[config.mk]
export PLATFORM = sky130hd
export DESIGN_NAME = relobi_tmr_rr_arb
export DESIGN_NICKNAME = d
export VERILOG_FILES = /design/src/rtl/relobi_tmr_pkg.sv /design/src/rtl/relobi_rr_pick.sv /design/src/rtl/relobi_tmr_rr_arb.sv
export SDC_FILE = /design/constraint.sdc
export NUM_CORES = 1
export LEC_CHECK = 0
export ABC_AREA = 1
export BUFFER_PORTS_ARGS = -buffer_cell sky130_fd_sc_hd__buf_4
export CORE_UTILIZATION = 44
export DETAILED_ROUTE_END_ITERATION = 10
export GPL_TIMING_DRIVEN = 0
export PLACE_DENSITY = 0.72
export SYNTH_ARGS = -nofsm -noshare
export SYNTH_HDL_FRONTEND = slang
export SYNTH_SLANG_ARGS = --single-unit
[constraint.sdc]
create_clock -name clk_i -period 1.63 [get_ports clk_i]
set_clock_uncertainty 0.05 [all_clocks]
set_input_delay 0.0815 -clock clk_i [delete_from_list [all_inputs] [get_ports clk_i]]
set_output_delay 0.0815 -clock clk_i [all_outputs]
set_load 0.02 [all_outputs]
[src/rtl/relobi_tmr_pkg.sv]
// Shared helpers for the triplicated relobi round-robin arbiter.
// The majority vote is applied to zero-extended fields and cast back by the caller.
package relobi_tmr_pkg;

    localparam int unsigned NumCopies = 3;
    localparam int unsigned VoteWidth = 32;

    function automatic logic [VoteWidth-1:0] maj3(
        input logic [VoteWidth-1:0] a,
        input logic [VoteWidth-1:0] b,
        input logic [VoteWidth-1:0] c
    );
        return (a & b) | (a & c) | (b & c);
    endfunction

endpackage

[src/rtl/relobi_rr_pick.sv]
// Rotate-priority finder: first requester at or after start_i, wrapping around.
// With no request pending, idx_o falls back to start_i and valid_o stays low.
module relobi_rr_pick #(
    parameter int unsigned NumSbrPorts = 4,
    localparam int unsigned IdxWidth = $clog2(NumSbrPorts)
) (
    input  logic [NumSbrPorts-1:0] req_i,
    input  logic [IdxWidth-1:0]    start_i,
    output logic [IdxWidth-1:0]    idx_o,
    output logic                   valid_o
);

    int unsigned pos;

    // Scan from the farthest position back towards start_i so the nearest requester is written last.
    always_comb begin
        idx_o   = start_i;
        valid_o = 1'b0;
        pos     = 0;
        for (int i = NumSbrPorts - 1; i >= 0; i--) begin
            pos = (int'(start_i) + i) % NumSbrPorts;
            if (req_i[pos]) begin
                idx_o   = IdxWidth'(pos);
                valid_o = 1'b1;
            end
        end
    end

endmodule

[src/rtl/relobi_tmr_rr_arb.sv]
// Round-robin OBI arbiter with triplicated, majority-voted arbitration state.
// Optional macro RELOBI_TMR_ARB_FAULT_CNT_EN adds a saturating fault counter port fault_cnt_o.
module relobi_tmr_rr_arb
    import relobi_tmr_pkg::*;
#(
    parameter int unsigned NumSbrPorts = 4,
    localparam int unsigned IdxWidth = $clog2(NumSbrPorts)
) (
    input  logic                              clk_i,
    input  logic                              rst_ni,
    input  logic [NumSbrPorts-1:0]            req_i,
    output logic [NumSbrPorts-1:0]            gnt_o,
    output logic                              req_o,
    input  logic                              gnt_i,
    output logic [NumCopies-1:0][IdxWidth-1:0] idx_o,
    output logic                              fault_o
`ifdef RELOBI_TMR_ARB_FAULT_CNT_EN
    ,
    output logic [7:0]                        fault_cnt_o
`endif
);

    typedef struct packed {
        logic [IdxWidth-1:0] ptr;
        logic                lock;
        logic [IdxWidth-1:0] lidx;
    } rr_arb_state_t;

    rr_arb_state_t        state_cp [NumCopies];
    rr_arb_state_t        voted;
    rr_arb_state_t        next_state;
    logic [IdxWidth-1:0]  pick_idx [NumCopies];
    logic [IdxWidth-1:0]  win      [NumCopies];
    logic [NumCopies-1:0] pick_valid;
    logic                 handshake;
    logic                 mismatch;
    logic                 fault_q;

    // Each copy owns its registers and its own picker so a single upset cannot corrupt all idx_o replicas.
    for (genvar c = 0; c < NumCopies; c++) begin : g_copy
        logic [IdxWidth-1:0] ptr_q;
        logic                lock_q;
        logic [IdxWidth-1:0] lidx_q;

        always_ff @(posedge clk_i or negedge rst_ni) begin
            if (!rst_ni) begin
                ptr_q  <= '0;
                lock_q <= 1'b0;
                lidx_q <= '0;
            end else begin
                ptr_q  <= next_state.ptr;
                lock_q <= next_state.lock;
                lidx_q <= next_state.lidx;
            end
        end

        assign state_cp[c] = {ptr_q, lock_q, lidx_q};

        relobi_rr_pick #(
            .NumSbrPorts(NumSbrPorts)
        ) i_pick (
            .req_i  (req_i),
            .start_i(voted.ptr),
            .idx_o  (pick_idx[c]),
            .valid_o(pick_valid[c])
        );

        assign win[c]   = voted.lock ? voted.lidx : pick_idx[c];
        assign idx_o[c] = win[c];
    end

    always_comb begin
        voted.ptr  = IdxWidth'(maj3(VoteWidth'(state_cp[0].ptr), VoteWidth'(state_cp[1].ptr),
                                    VoteWidth'(state_cp[2].ptr)));
        voted.lock = 1'(maj3(VoteWidth'(state_cp[0].lock), VoteWidth'(state_cp[1].lock),
                             VoteWidth'(state_cp[2].lock)));
        voted.lidx = IdxWidth'(maj3(VoteWidth'(state_cp[0].lidx), VoteWidth'(state_cp[1].lidx),
                                    VoteWidth'(state_cp[2].lidx)));
        mismatch = 1'b0;
        for (int c = 0; c < NumCopies; c++) begin
            mismatch = mismatch | (state_cp[c] != voted);
        end
    end

    assign req_o = voted.lock ? req_i[voted.lidx]
                              : 1'(maj3(VoteWidth'(pick_valid[0]), VoteWidth'(pick_valid[1]),
                                        VoteWidth'(pick_valid[2])));
    assign handshake = req_o & gnt_i;

    always_comb begin
        gnt_o         = '0;
        gnt_o[win[0]] = handshake;
    end

    // A locked requester that drops req is treated as a withdrawal: unlock without moving the pointer.
    always_comb begin
        next_state = voted;
        if (handshake) begin
            next_state.ptr  = (win[0] == IdxWidth'(NumSbrPorts - 1)) ? '0 : win[0] + IdxWidth'(1);
            next_state.lock = 1'b0;
        end else if (req_o) begin
            next_state.lock = 1'b1;
            next_state.lidx = win[0];
        end else if (voted.lock) begin
            next_state.lock = 1'b0;
        end
    end

    always_ff @(posedge clk_i or negedge rst_ni) begin
        if (!rst_ni) begin
            fault_q <= 1'b0;
        end else begin
            fault_q <= mismatch;
        end
    end

    assign fault_o = fault_q;

`ifdef RELOBI_TMR_ARB_FAULT_CNT_EN
    always_ff @(posedge clk_i or negedge rst_ni) begin
        if (!rst_ni) begin
            fault_cnt_o <= 8'd0;
        end else if (fault_q && (fault_cnt_o != 8'hFF)) begin
            fault_cnt_o <= fault_cnt_o + 8'd1;
        end
    end
`endif

endmodule
* Word-level counts from Yosys, hierarchy flattened
Index checks and enable logic that the tools add are counted.
** Operators by class
- Equality and inequality tests :: 2
- Muxes and demuxes :: 28
- $add $sub $neg :: 4
- Bitwise gates (word level) :: 14
- Reduce and logical (&&, ||, !) cells :: 1
- Order comparisons :: 7
** Operators by type and width (number)
- < comparator 2 x 3 -> 1 bit, second input constant :: 6
- two-way mux 2 bit :: 9
- two-way mux 1 bit :: 13
- binary-select mux 1 bit (select 2 bit) :: 5
- OR 2 bit :: 4
- != test 5 bit :: 1
- adder 2 x 1 -> 2 bit, second input constant :: 2
- adder 2 bit, second input constant :: 2
- AND 2 bit :: 2
- AND 4 bit :: 1
- OR 1 bit :: 4
- AND 1 bit :: 3
- demux 1 bit (select 2 bit) :: 1
- == test 2 bit, second input constant :: 1
- >= comparator 2 x 1 -> 1 bit, second input constant :: 1
- logical AND 1 bit :: 1
** Word-level totals
- Register bits after elaboration :: 6
- Input bits :: 7

* Longest topological paths before layout
Gate-level depths: netlist (run 1).
- Word-level depth :: 16
- Gate-level depth with buffers :: 13

* Modules after synthesis
From an unflattened synthesis (run 1), not the netlist that was laid out.
** Unflattened totals
- Cells, all modules :: 235
- Area, all modules :: 1164.9 um2
** By module, submodules not included
- relobi_rr_pick :: cells each 53, area an instance 234.0 um2, times used 3
- relobi_tmr_rr_arb :: cells each 76, area an instance 462.9 um2, times used 1

* Least setup slack after synthesis (run 1)
OpenSTA, ideal clock, no wires.
- Path kind :: register -> output
- Start point :: register g_copy[2].ptr_q[0]
- End point :: output port gnt_o[2]
- Arrival time :: 1.834 ns
- Setup slack :: -0.336 ns
- Required time :: 1.498 ns
- Cell stages (with the launch flop) :: 14
- Path buffers :: 1
- Cell sequence :: dfrtp_1 > buf_6 > nand2_1 > nand3_1 > nand2_1 > nand3_1 > nand3_1 > nand2_1 > nand3_1 > nand2_1 > inv_1 > ha_1 > inv_1 > nor2_1
** RTL lines
- start, declared :: RTL line relobi_tmr_rr_arb.sv:41 : logic [IdxWidth-1:0] ptr_q;
- start signal, assigned :: RTL line relobi_tmr_rr_arb.sv:51 : ptr_q <= next_state.ptr;
- end, declared :: RTL line relobi_tmr_rr_arb.sv:12 : output logic [NumSbrPorts-1:0] gnt_o,

* Worst setup path in the final report (run 1)
- Start point :: register g_copy[2].ptr_q[1]
- End point :: output port gnt_o[2]
** On the way
- Longest elaborated chain between the ends :: 16
- Elaborated cells on any way between the ends :: 34
** Ends and longest elaborated chain
- AND 2 bit (*) :: RTL line relobi_tmr_pkg.sv:13 : return (a & b) | (a & c) | (b & c);
- OR 2 bit :: RTL line relobi_tmr_pkg.sv:13
- OR 2 bit (*) :: RTL line relobi_tmr_pkg.sv:13
- adder 2 bit :: RTL line relobi_rr_pick.sv:21 : pos = (int'(start_i) + i) % NumSbrPorts;
- binary-select mux 1 bit (select 2 bit) :: RTL line relobi_rr_pick.sv:22 : if (req_i[pos]) begin
- two-way mux 1 bit (not written as such) :: RTL line relobi_rr_pick.sv:22
- two-way mux 2 bit / two-way mux 1 bit (equally long branches) (4 in series) :: RTL line relobi_rr_pick.sv:22
- two-way mux 2 bit / AND 1 bit (equally long branches) :: RTL line relobi_tmr_rr_arb.sv:68, relobi_tmr_pkg.sv:13
- < comparator 2 x 3 -> 1 bit (not written as such) (tied with other cells) :: RTL line relobi_tmr_rr_arb.sv:92 : gnt_o[win[0]] = handshake;
- logical AND 1 bit (not written as such) / OR 1 bit (equally long branches) :: RTL line relobi_tmr_rr_arb.sv:92, relobi_tmr_pkg.sv:13
- two-way mux 1 bit, on equally long branches :: RTL line relobi_tmr_rr_arb.sv:92, relobi_tmr_rr_arb.sv:85
- demux 1 bit (select 2 bit) / AND 1 bit (equally long branches) :: RTL line relobi_tmr_rr_arb.sv:92, relobi_tmr_rr_arb.sv:88
- AND 4 bit (no source line) (*)
Every way passes the cells marked *; elsewhere a longest branch is shown, timed or not. The select of a mux whose other input is x is not followed.

==> results_dict.tcl, run 1 <==
set metrics [dict create \
    async_reset_ff_frac 1.000 \
    cpMaxStageDelayCell "dfrtp_2" \
    violations "setup timing" \
    start_util 0.4794 \
    cts_root_buf "clkbuf_4" \
    status "finished, violations left" \
    grt_pass1_wl_microns 2608 \
    synthToLayoutAreaGrowth_pct 89.04 \
    crit_fanout 5 \
    hold-worst-slack_ns 0.1301 \
    core-area_sq_um 1334 \
    synth_flop_cell "dfrtp_1" \
    fp-row-count 13 \
    diodes 0 \
    synth_top_area_frac 0.1996 \
    cp.required_ns 1.50 \
    ys_seq_area_frac 0.1957 \
    final_nets 150 \
    grt_busiest_layer "met2" \
    dp.final_hpwl_microns 1191 \
    tns_ns -4.679 \
    cts_sinks 5 \
    critPathArrivalTime_ns 1.96 \
    grt_overflow 0 \
    startpoint_type "flip-flop" \
    synth_seq_cells 5 \
    htreeDepth 1 \
    slew_viol_final 0 \
    criticalPathCategory "reg -> out" \
    synth_cell_types 22 \
    syn-num-nets 113 \
    use_met1 0.2585 \
    cts_tree "yes" \
    drc_errors 0 \
    maxCapViolCount 0 \
    io_buffers 17 \
    final.period_utilization 1.284 \
    avgRoutedWirePerCell_microns 14.54 \
    route.vias.total 812 \
    nFillCells 57 \
    fp.dieH_microns 40.12 \
    antenna_found_initial 0 \
    vias_per_cell 5.205 \
    cp_common_cell "nand2_4" \
    grt_max_degree 9 \
    met2_usage 0.4960 \
    cts_buffers 3 \
    timing.fmax_ghz 0.4780 \
    synth_area_per_cell_sq_um 6.089 \
    grt_util_met3 0.005556 \
    yosys_warnings 0 \
    ff_latch_area_sq_um 127.6 \
    finalWorstSetupSlack_ns -0.4622 \
    hold_viol 0 \
    min_period_ns 2.092 \
    hp-class "in -> async" \
    yosys.cell_count.top_type "nand2_1" \
    grt_pass1_vias 660 \
    rsz0062_at_grt "true" \
    crit_chain "inv_4 > nand2_1 > nand2_4 > nand2_4 > nand3_4 > nand3_2 > nand2_2 > nand3_4 > nand2_4 > inv_2 > ha_4 > inv_2 > nor2_4 > buf_6" \
    wirelength_microns 2269 \
    syn_inst 105 \
    synth_edf_count 0 \
    ff2ff_path_depth 12 \
    synth_area_leader_cell "nand2_1" \
    firstDrtPassIters 4 \
    multi_input_area_sq_um 605.6 \
    place_area_sq_um 842.1 \
    grtUsageTotal 0.2459 \
    netlist_top_cells_count "nand2_1 (34), inv_1 (15), nand3_1 (10)" \
    dieWidth_microns 40.12 \
    die-area_sq_um 1610 \
    clock_latency_ns 0.24 \
    ant_nets 0 \
    post-route-cell-area_sq_um 1209 \
    synthTopCellsByArea "nand2_1 (20%), dfrtp_1 (20%), inv_1 (8.8%), nand3_1 (7.8%), buf_4 (5.9%)" \
    cpPeakStageDelay_ns 0.47 \
    place.gp.congestion 0.7406 \
    io_pins 19 \
    syn_area_sq_um 639.4 \
    drtIter0Drc 10 \
    cp-end-kind "primary output" \
    cts_buffer_depth 2 \
    clk_transition_reported_paths_ns 0.04 \
    setup_violations 16 \
    drive_gt1_frac 0.6738 \
]
[final cells by class]
cell class / instances / area share
plain buffers: 6 / 0.05383
clock buffers: 4 / 0.02174
inverters: 19 / 0.07143
multi-input cells: 75 / 0.5010
flip-flops and latches: 5 / 0.1056
well taps: 15 / 0.01553
repair buffers: 32 / 0.2308
[worst max-delay path: cells and delay by family, from the launching register on]
| family | cells | cell delay, ns |
|---|---|---|
| DFF | 1 | 0.47 |
| and+or+nand+nor | 9 | 0.76 |
| adders and majority gates | 1 | 0.14 |
| buffers and inverters | 4 | 0.35 |
[placed cells by master, fill, tap and decap left out, types with 2 or more instances in the layout]
cell type,Yosys,routed
o21ai_4,0,2
buf_6,1,11
dlygate4sd3_1,0,2
nand3_4,0,4
nand2_2,1,11
inv_1,15,8
clkinv_4,2,2
a21oi_1,3,2
dfrtp_1,5,3
nand3_2,3,5
nand2_1,34,13
clkbuf_4,0,3
buf_4,5,24
inv_2,2,7
o21ai_2,3,2
dfrtp_2,0,2
nand4_1,2,2
o21ai_1,3,3
nand3_1,10,4
nand2_4,1,11
inv_4,0,2
nor2_1,7,5
nor2_4,2,3
[stage by stage]
stage	instances	utilization	setup slack, ns
3_3_place_gp	137	0.6313	-0.2159
3_5_place_dp	137	0.6313	-0.2551
2_1_floorplan	105	-	-0.07291
5_1_grt	156	0.9062	-0.5599
6_report	156	0.9062	-0.4622
4_1_cts	150	0.7364	-0.3733
[flip-flops by register name, summed over array words and instances (netlist names)]
register and flops:
g_copy.lock_q 1, g_copy.lidx_q 2, g_copy.ptr_q 2
[repair_timing]
action / in CTS / in global routing
resized for setup: 15 / 46
endpoints found under the hold margin: 6 / 0
setup buffers: 7 / 6
hold buffers: 2 / 0
endpoints found under the setup margin: 15 / 15
pin swaps: 11 / 17
[cell families after synthesis]
group | after synthesis | synth area share
simple gates | 61 | 0.4619
buf+inv | 25 | 0.2035
compound gates | 12 | 0.1135
flops | 5 | 0.1957
fa+ha+maj | 1 | 0.01957
other cells | 1 | 0.005865
[path summary, 6_finish.rpt]
kind                                      from                   to  slack [ns]
max                         g_copy[2].ptr_q[1]             gnt_o[2]       -0.46
min                                     rst_ni  g_copy[2].lidx_q[0]        0.13
max reg2reg                 g_copy[2].ptr_q[1]   g_copy[2].ptr_q[1]       -0.21
min reg2reg                g_copy[2].lidx_q[0]  g_copy[2].lidx_q[0]        0.46
max in group asynchronous               rst_ni   g_copy[2].ptr_q[0]        1.28
min in group clk_i                    req_i[2]   g_copy[2].ptr_q[1]        0.43
[per-layer routing]
metal  routed length [microns]  vias up
li1                          -      394
met1                       908      367
met2                      1189       40
met3                       103       11
met4                        68        0
met5                         0        -
Power of run 1 is left out: the tool's default activity adds up to more than one toggle a clock period on the data nets, which glitch-free logic cannot reach.
==> inputs of run 2 (changes only) <==
--- a/config.mk
+++ b/config.mk
@@ -5,12 +5,13 @@
 export SDC_FILE = /design/constraint.sdc
 export NUM_CORES = 1
 export LEC_CHECK = 0
-export ABC_AREA = 1
 export BUFFER_PORTS_ARGS = -buffer_cell sky130_fd_sc_hd__buf_4
-export CORE_UTILIZATION = 44
+export CORE_AREA = 2 2 39 41
 export DETAILED_ROUTE_END_ITERATION = 10
+export DIE_AREA = 0 0 41 43
 export GPL_TIMING_DRIVEN = 0
-export PLACE_DENSITY = 0.72
+export PLACE_DENSITY = 0.61
+export SLEW_MARGIN = 20
 export SYNTH_ARGS = -nofsm -noshare
 export SYNTH_HDL_FRONTEND = slang
 export SYNTH_SLANG_ARGS = --single-unit
==> run 2 against run 1 <==
Effect of this change:
- the flow still finishes with violations (setup timing)
- global-route usage decreased by 9.6 points
- synthesized cell count down 51%
- critical path depth decreased by 7
- utilization shrank 35 points
- clock-buffer cell count unchanged
- critical endpoint is now gnt_o[3]
- largest cell class unchanged
==> results_dict.tcl, run 2 <==
set metrics [dict create \
    rr_startpoint "g_copy[2].lidx_q[0]" \
    drtIter0Drc 7 \
    cts_buffers 3 \
    final.period_utilization 1.189 \
    async_reset_ff_frac 1.000 \
    violations "setup timing" \
    startpoint "g_copy[2].ptr_q[0]" \
    reg2reg_to "g_copy[2].lidx_q[1]" \
    cts_sinks 5 \
    synthToLayoutAreaGrowth_pct 74.07 \
    io_buffers 17 \
    firstDrtPassIters 4 \
    crit_fanout 4 \
    final_core_util 0.5524 \
    syn_area_sq_um 439.2 \
    startpoint_type "flip-flop" \
    synth_top_area_frac 0.2849 \
    synth_area_leader_cell "dfrtp_1" \
    timing.fmax_ghz 0.5160 \
    clk_transition_reported_paths_ns 0.05 \
    final_nets 89 \
    crit_end "gnt_o[3]" \
    cp-end-kind "primary output" \
    clock_latency_ns 0.24 \
    hold-worst-slack_ns 0.1165 \
    synth_mux_area_frac 0.1282 \
    reg.largest.list "g_copy.lidx_q x2, g_copy.ptr_q x2, g_copy.lock_q x1" \
    wirelength_microns 1283 \
    final_cell_mix "buf_4 (17), buf_6 (12), nand2_1 (6), dfrtp_1 (4)" \
    vias_per_cell 4.875 \
    ff2ff_path_depth 6 \
    critPathArrivalTime_ns 1.81 \
    synth_flop_cell "dfrtp_1" \
    slew_viol_final 0 \
    fp-row-count 14 \
    synth_cell_types 23 \
    tns_ns -2.741 \
    layout_commonest_cell "buf_4" \
    synth-xor-area-share 0 \
    start_util 0.3174 \
    cts_tree "yes" \
    p_per_area_nw_per_um2 1795 \
    setup_violations 14 \
    dp.final_hpwl_microns 723.4 \
    dieWidth_microns 41 \
    yosys.cell_count.top_type "nand2_1" \
    synth_edf_count 0 \
    cts_buffer_depth 2 \
    ys_seq_area_frac 0.2849 \
    avgRoutedWirePerCell_microns 13.36 \
    syn-num-nets 59 \
    r2r_slack_ns -0.23 \
    route.vias.total 468 \
    criticalPathCategory "reg -> out" \
    netlist_top_cells_count "nand2_1 (7), buf_4 (5), dfrtp_1 (5), o21ai_0 (5), nor2_1 (3)" \
    min_period_ns 1.938 \
    finalWorstSetupSlack_ns -0.3080 \
    post-route-cell-area_sq_um 764.5 \
    yosys_warnings 0 \
    grtUsageTotal 0.1496 \
    hold_start "gnt_i" \
    power_leakage_nw 0.3717 \
    fp.dieH_microns 43 \
    status "finished, violations left" \
    synth_area_per_cell_sq_um 8.611 \
    cp.required_ns 1.50 \
    synth_adder_area_share 0.02849 \
    grt_max_degree 9 \
    grt_overflow 0 \
    synthTopCellsByArea "dfrtp_1 (28%), buf_4 (8.5%), mux2_4 (6.8%), mux4_1 (6.0%), nand2_1 (6.0%)" \
    dp_slack_ns -0.2051 \
    drive_gt1_frac 0.5875 \
    core-area_sq_um 1384 \
    io_pins 19 \
    hold_viol 0 \
    nFillCells 130 \
    rsz0062_at_grt "true" \
    grt_pass1_wl_microns 1752 \
    synth_top_family_by_area "simple AND/OR/NAND/NOR gates" \
    ant_nets 0 \
    grt_pass1_vias 407 \
    cts_root_buf "clkbuf_4" \
    diodes 0 \
    hp-class "in -> reg" \
    synth-compound-area-share 0.1681 \
    place.gp.congestion 0.6917 \
    maxCapViolCount 0 \
    synth_seq_cells 5 \
    die-area_sq_um 1763 \
    yosys.area_share.simple 0.2707 \
    htreeDepth 1 \
    antenna_found_initial 0 \
    place_area_sq_um 599.3 \
    ir_drop_uv 809.1 \
    drc_errors 0 \
    syn_inst 51 \
]
## run 2: changes by cell type after synthesis, sizes merged, moves of 3 or more
| cell | change |
|---|---|
| nand3 | -12 |
| nand2 | -29 |
| o21ai | -3 |
| nor2 | -6 |
| nand2b | +3 |
| inv | -14 |
## run 2: layout make-up
cell class              instances  area [sq um]  share of cell area
flip-flops and latches          5         126.4              0.1653
clock buffers                   4         26.28             0.03437
well taps                      16         20.02             0.02619
plain buffers                   5         48.80             0.06383
inverters                       3         13.76             0.01800
multi-input cells              38         305.3              0.3993
repair buffers                 25         224.0              0.2930
## run 2: timing repair
item,CTS,global route
endpoints found under the hold margin,5,0
buffers inserted,5,2
resized for setup,18,5
endpoints found under the setup margin,14,15
hold buffers,1,0
pin swaps,11,6
## run 2: cell families after synthesis
kind of cell	Yosys count
compound gates	11
fa+ha+maj	1
buf+inv	8
flops	5
mux	3
other cells	1
simple gates	22
## run 2: worst min-delay path by stage
stage               depth (start not counted)             endpoint
global placement                            1  g_copy[2].lidx_q[0]
detailed placement                          1     g_copy[2].lock_q
CTS                                         3     g_copy[2].lock_q
floorplan                                   0  g_copy[2].lidx_q[0]
global route                                3     g_copy[2].lock_q
finish                                      3     g_copy[2].lock_q
## run 2: power breakdown
part | switching [mW] | total (mW) | internal (mW)
registers | 0.0723 | 0.251 | 0.179
clock network | 0.0486 | 0.141 | 0.0924
logic | 0.444 | 0.980 | 0.536
total | 0.565 | 1.37 | 0.807
## run 2: worst max-delay path: stages (launching register included)
cell,delay (ns)
dfrtp_1,0.41
nand2b_1,0.08
a22oi_1,0.18
nor2_1,0.08
o41a_1,0.36
buf_6,0.16
nor3b_2,0.15
buf_4,0.16
## run 2: through the flow
stage	total power, mW	std cells
after detailed placement	0.9439	84
after global placement	0.9470	84
final	1.372	96
after global routing	1.449	96
after floorplan	0.7163	51
after CTS	1.296	94
## run 2: layer usage
| metal | routed length (microns) | vias to the layer above | track usage |
|---|---|---|---|
| li1 | - | 233 | - |
| met1 | 545 | 224 | 0.1809 |
| met2 | 687 | 11 | 0.2438 |
| met3 | 49 | 0 | 0.01571 |
| met4 | 0 | 0 | 0.08000 |
| met5 | 0 | - | 0 |
Power figures use the tool's default switching activity.
